File: src/rtl/serial_xor_packer.sv
// Packs a serial bit stream into WIDTH-bit words with XOR parity and presents
// each word on a one-entry valid/ready output register.
module serial_xor_packer #(
  parameter int WIDTH     = 8,
  parameter bit MSB_FIRST = 1'b1
) (
  input  logic             clk,
  input  logic             rst_n,
  input  logic             in_valid,
  output logic             in_ready,
  input  logic             in_bit,
  output logic             out_valid,
  input  logic             out_ready,
  output logic [WIDTH-1:0] out_data,
  output logic             out_parity,
  output logic             busy
);

  localparam int CW = (WIDTH > 2) ? $clog2(WIDTH) : 1;
  localparam logic [CW-1:0] LAST = CW'(WIDTH - 1);

  logic [WIDTH-1:0] sr_q, sr_d, shifted;
  logic [CW-1:0]    cnt_q, cnt_d;
  logic             acc_q, acc_d;
  logic             out_valid_q, out_valid_d;
  logic [WIDTH-1:0] out_data_q, out_data_d;
  logic             out_parity_q, out_parity_d;
  logic             in_fire, last_bit;

  // Only the word-completing bit waits on a full output register; partial
  // bits always enter, so the next word overlaps the pending one.
  assign last_bit = (cnt_q == LAST);
  assign in_ready = !(out_valid_q && !out_ready && last_bit);
  assign in_fire  = in_valid && in_ready;

  assign shifted = MSB_FIRST ? {sr_q[WIDTH-2:0], in_bit} : {in_bit, sr_q[WIDTH-1:1]};

  always_comb begin
    sr_d         = sr_q;
    cnt_d        = cnt_q;
    acc_d        = acc_q;
    out_valid_d  = out_valid_q;
    out_data_d   = out_data_q;
    out_parity_d = out_parity_q;

    if (out_valid_q && out_ready) begin
      out_valid_d = 1'b0;
    end

    if (in_fire) begin
      sr_d = shifted;
      if (last_bit) begin
        out_data_d   = shifted;
        out_parity_d = acc_q ^ in_bit;
        out_valid_d  = 1'b1;
        cnt_d        = '0;
        acc_d        = 1'b0;
      end else begin
        cnt_d = cnt_q + CW'(1);
        acc_d = acc_q ^ in_bit;
      end
    end
  end

  always_ff @(posedge clk or negedge rst_n) begin
    if (!rst_n) begin
      sr_q         <= '0;
      cnt_q        <= '0;
      acc_q        <= 1'b0;
      out_valid_q  <= 1'b0;
      out_data_q   <= '0;
      out_parity_q <= 1'b0;
    end else begin
      sr_q         <= sr_d;
      cnt_q        <= cnt_d;
      acc_q        <= acc_d;
      out_valid_q  <= out_valid_d;
      out_data_q   <= out_data_d;
      out_parity_q <= out_parity_d;
    end
  end

  assign out_valid  = out_valid_q;
  assign out_data   = out_data_q;
  assign out_parity = out_parity_q;
  assign busy       = (cnt_q != '0);

endmodule
File: config.mk
export PLATFORM = sky130hd
export DESIGN_NAME = serial_xor_packer
export DESIGN_NICKNAME = d
export VERILOG_FILES = /design/src/rtl/serial_xor_packer.sv
export SDC_FILE = /design/constraint.sdc
export NUM_CORES = 1
export LEC_CHECK = 0
export CORE_UTILIZATION = 35
export CTS_BUF_LIST = sky130_fd_sc_hd__clkbuf_4
export CTS_CLUSTER_DIAMETER = 150
export CTS_CLUSTER_SIZE = 40
export DETAILED_ROUTE_END_ITERATION = 10
export PLACE_DENSITY = 0.56
export RECOVER_POWER = 50
export SETUP_SLACK_MARGIN = 0.2
export SLEW_MARGIN = 20
export SYNTH_ARGS = -nofsm -noshare
export SYNTH_HDL_FRONTEND = slang
export SYNTH_SLANG_ARGS = --single-unit
File: constraint.sdc
create_clock -name clk -period 1.6 [get_ports clk]
set_clock_uncertainty 0.2 [all_clocks]
set_input_delay 0.4 -clock clk [delete_from_list [all_inputs] [get_ports clk]]
set_output_delay 0.4 -clock clk [all_outputs]
set_load 0.03 [all_outputs]
### Yosys cells after proc, flatten, opt, wreduce, memory -nomap -nowiden

Cells that the tools add are included.

* mux-type cells: 5
* equality and inequality tests: 1
* add/subtract/negate cells: 1
* reductions and logical operators: 8
* bitwise logic cells: 1

Operators by type and width (number)
* logical AND 1 bit: 4
* two-way mux 1 bit: 4
* adder 3 x 1 -> 3 bit (second input constant): 1
* == test 3 bit (second input constant): 1
* two-way mux 3 bit: 1
* nonzero test 3 bit: 1
* logical NOT 1 bit: 2
* AND reduction 2 bit: 1
* bitwise XOR 1 bit: 1

* register bits: 21
* word-level logic and storage cells: 22
* output and inout port bits: 12
* input port bits: 5

### Depth between registers and ports, before layout

Gate-level depths: netlist of run 1.

* depth in word-level cells: 6
* gate-level depth with buffers: 6

### Worst setup path after synthesis of run 1

No wires, ideal clock.

* kind: flip-flop to flip-flop
* start point: register cnt_q[0]
* end point: register cnt_q[1]
* arrival: 1.542 ns
* slack: -0.267 ns
* period minus slack after synthesis: 1.867 ns
* required time: 1.275 ns
* path buffers: 0
* stages on the path, launching flop included: 6
* path through: dfrtp_1 > ha_1 > ha_1 > nand3b_2 > nand2_2 > mux2_2

* word-level cells in the longest chain between the ends: 4

RTL lines
* start, declared: RTL line 23 `logic [CW-1:0] cnt_q, cnt_d;`
* start signal, assigned: RTL line 75 `cnt_q <= cnt_d;`
* == test 3 bit: RTL line 32 `assign last_bit = (cnt_q == LAST);`
* logical AND 1 bit: RTL line 33 `assign in_ready = !(out_valid_q && !out_ready && last_bit);`
* logical NOT 1 bit: RTL line 33
* net in_ready: RTL line 10 `output logic in_ready,`
* logical AND 1 bit: RTL line 34 `assign in_fire = in_valid && in_ready;`

The timed path passes the listed nets, and every way through them passes these cells.
A chain may end at the register's enable or synchronous reset.

### Final worst setup path of run 1

* start point: register cnt_q[1]
* end point: output port in_ready

* word-level cells in the longest chain between the ends: 3

RTL lines (RTL line)
* == test 3 bit: 32
* logical AND 1 bit: 33
* logical NOT 1 bit: 33
* end, declared: 10

Every way passes these cells.

==> impl_metrics.yaml, run 1 <==
outcome:
  status: "finished with violations"
  violations: "setup timing"
clocking:
  clk_pin_slew_ns: 0.12
  tritoncts: "done"
  htree_levels: 1
  cts_made_buffers: 3
  cts_max_path_buffers: 2
  clockRootBuffer: "clkbuf_4"
  clkSinkCount: 21
  insertion_delay_ns: 0.30
  hold_buffers: 0
timing:
  hold_viol: 0
  fmax_mhz: 526
  worst_pin_slew_ns: 0.525
  setup_viol: 20
  min_period_ns: 1.90
  fin_ws_ns: -0.302
  rsz0062_at_grt: "yes"
  relSlewSlack: 0.650
  slew_viol_final: 0
  post-route-period-util: 1.19
routing:
  drt.antenna.violating_nets: 0
  vias: 606
  drtPass1Iterations: 2
  drc: 0
  drtIter0Drc: 4
  wl_per_cell_um: 13.0
  via_per_inst: 4.63
  wirelength_um: 1710
floorplan:
  dieWidth_um: 53.3
  initial_utilization: 0.372
  io_pins: 17
  row_count: 18
  die_y_um: 53.3
  fp.dieArea_um2: 2840
  coreArea_um2: 2480
yosys:
  synth.distinct_cells: 17
  synth-edff-count: 0
  netlist_instances: 60
  synth.avg_cell_area_um2: 15.3
  synth_area_um2: 921
  yosys_warnings: 0
  synth_seq_area_share: 0.571
  synth_nets: 68
  synth_seq_cells: 21
  synthArstFlopShare: 1.00
  synth_ff_type: "dfrtp_1"
global_route:
  grt-ovfl-total: 0
  grt_pass1_vias: 585
  grt_first_pass_wirelength_um: 2710
  antenna_found_initial: 0
  grt_max_degree: 22
  grt_use_total: 0.143
pwr:
  p_leak_uw: 0.000730
  vdd_ir_drop_max_uv: 1060
  power_per_cell_area_nw_per_um2: 1900
final_layout:
  finalCoreUtilization: 0.589
  layout_common_cells: "21 x dfrtp_1, 18 x mux2_4, 16 x buf_4, 14 x buf_6"
  areaGrowthSynthToFinish_pct: 58.6
  diodes: 0
  layout_commonest_cell: "dfrtp_1"
  drive_gt1_frac: 0.663
  fin_nets: 110
  final_cells: 131
worst_setup_path:
  path_class: "reg2out"
  cp-start-kind: "flip-flop"
  cp_top_family: "flip-flops"
  critPathSlowestCell: "dfrtp_1"
  cp.arrival_ns: 1.30
  worstPathCellList: "ha_2, ha_4, nand3b_4, buf_6"
  cp_max_fo: 2
  crit_required_ns: 1.00
  crit_buf_inv: 1
  worstSetupEndpointType: "output pin"
  slowest_delay_ns: 0.43
hold_path:
  min_path_type: "reg2reg"
placement:
  place_inst: 114
  routabilityCongestion: 0.654
  portBuffers: 16
  dp_hpwl_um: 1130
run:
  maxCapViolations: 0
==> cell type report <==
cell class	instances	area, um2
clock inverters	1	5.00
multi-input cells	36	495
fillers	206	1020
well taps	30	37.5
clock buffers	3	22.5
repair buffers	37	358
flip-flops and latches	21	526
inverters	3	16.3
==> logic make-up after synthesis <==
logic type | after synthesis | synth area share
AOI/OAI and AO/OA | 4 | 0.0272
and+or+nand+nor | 10 | 0.0802
muxes | 18 | 0.257
DFF | 21 | 0.571
buffers and inverters | 4 | 0.0245
adders and majority gates | 3 | 0.0408
==> what timing repair did <==
action,4_1_cts,5_1_grt
endpoints found under the setup margin,32,32
resized for setup,23,3
setup buffers,7,5
gates cloned,1,0
pin swaps,4,2
==> worst paths after layout <==
| kind | start | to | slack, ns | cells past startpoint |
|---|---|---|---|---|
| setup / recovery | cnt_q[1]$_DFFE_PN0P_ | in_ready | -0.30 | 4 |
| hold / removal | sr_q[6]$_DFFE_PN0P_ | out_data[7]$_DFFE_PN0P_ | 0.33 | 1 |
| setup reg to reg | cnt_q[1]$_DFFE_PN0P_ | out_data[0]$_DFFE_PN0P_ | -0.21 | 7 |
| hold reg to reg | sr_q[6]$_DFFE_PN0P_ | out_data[7]$_DFFE_PN0P_ | 0.33 | 1 |
| max in group asynchronous | rst_n | out_data[0]$_DFFE_PN0P_ | 0.47 | 2 |
| min in group asynchronous | rst_n | cnt_q[1]$_DFFE_PN0P_ | 0.38 | 2 |
==> cell usage after synthesis (2+ instances only) <==
| cell | number | area [um2] |
|---|---|---|
| a21oi_1 | 2 | 10.0 |
| dfrtp_1 | 21 | 526 |
| ha_1 | 3 | 37.5 |
| inv_1 | 3 | 11.3 |
| mux2_2 | 9 | 101 |
| mux2_4 | 9 | 135 |
| nand2_2 | 2 | 12.5 |
| nand2b_1 | 2 | 12.5 |
==> power by group <==
| group | internal (uW) | total, uW | switching [uW] |
|---|---|---|---|
| Combinational | 952 | 1570 | 614 |
| Clock | 93.1 | 252 | 159 |
| Sequential | 765 | 959 | 194 |
==> through the flow <==
stage                     setup slack (ns)  hold WS [ns]  total power, uW  cell area (um2)  TNS (ns)
after floorplan                    -0.0674       -0.0956             1740              995     -1.04
after global placement              -0.317         0.298             2130             1230     -4.86
after detailed placement            -0.331         0.302             2170             1230     -5.09
after CTS                           -0.322         0.221             2700             1410     -4.46
after global routing                -0.367         0.351             2950             1460     -5.51
final                               -0.302         0.332             2780             1460     -4.16
==> sequential cells by signal, summed over array words and instances, names as in the netlist <==
register and cells:
out_data 8, sr_q 7, out_parity 1, out_valid 1
cnt_q 3, acc_q 1
==> layer usage <==
layer  track usage  vias up  wire, um
met2         0.227       15       837
met3        0.0517        2        79
met5             0        -         0
met1         0.175      299       770
met4        0.0526        0        19
li1              -      290         -
==> worst register-to-register path, delay by kind of cell (launching register included) <==
kind,cells,cell delay (ns)
flip-flops,1,0.41
adder cells (fa/ha/maj),2,0.36
multiplexers,1,0.30
buffers and inverters,2,0.27
AND/OR/NAND/NOR,2,0.17
Power figures use the tool's default switching activity.
==> run 2: changes to the inputs <==
SLEW_MARGIN = 5   (was 20)
==> results of run 2 <==
Same layout as run 1: the final DEF is identical, and so are final timing and power.
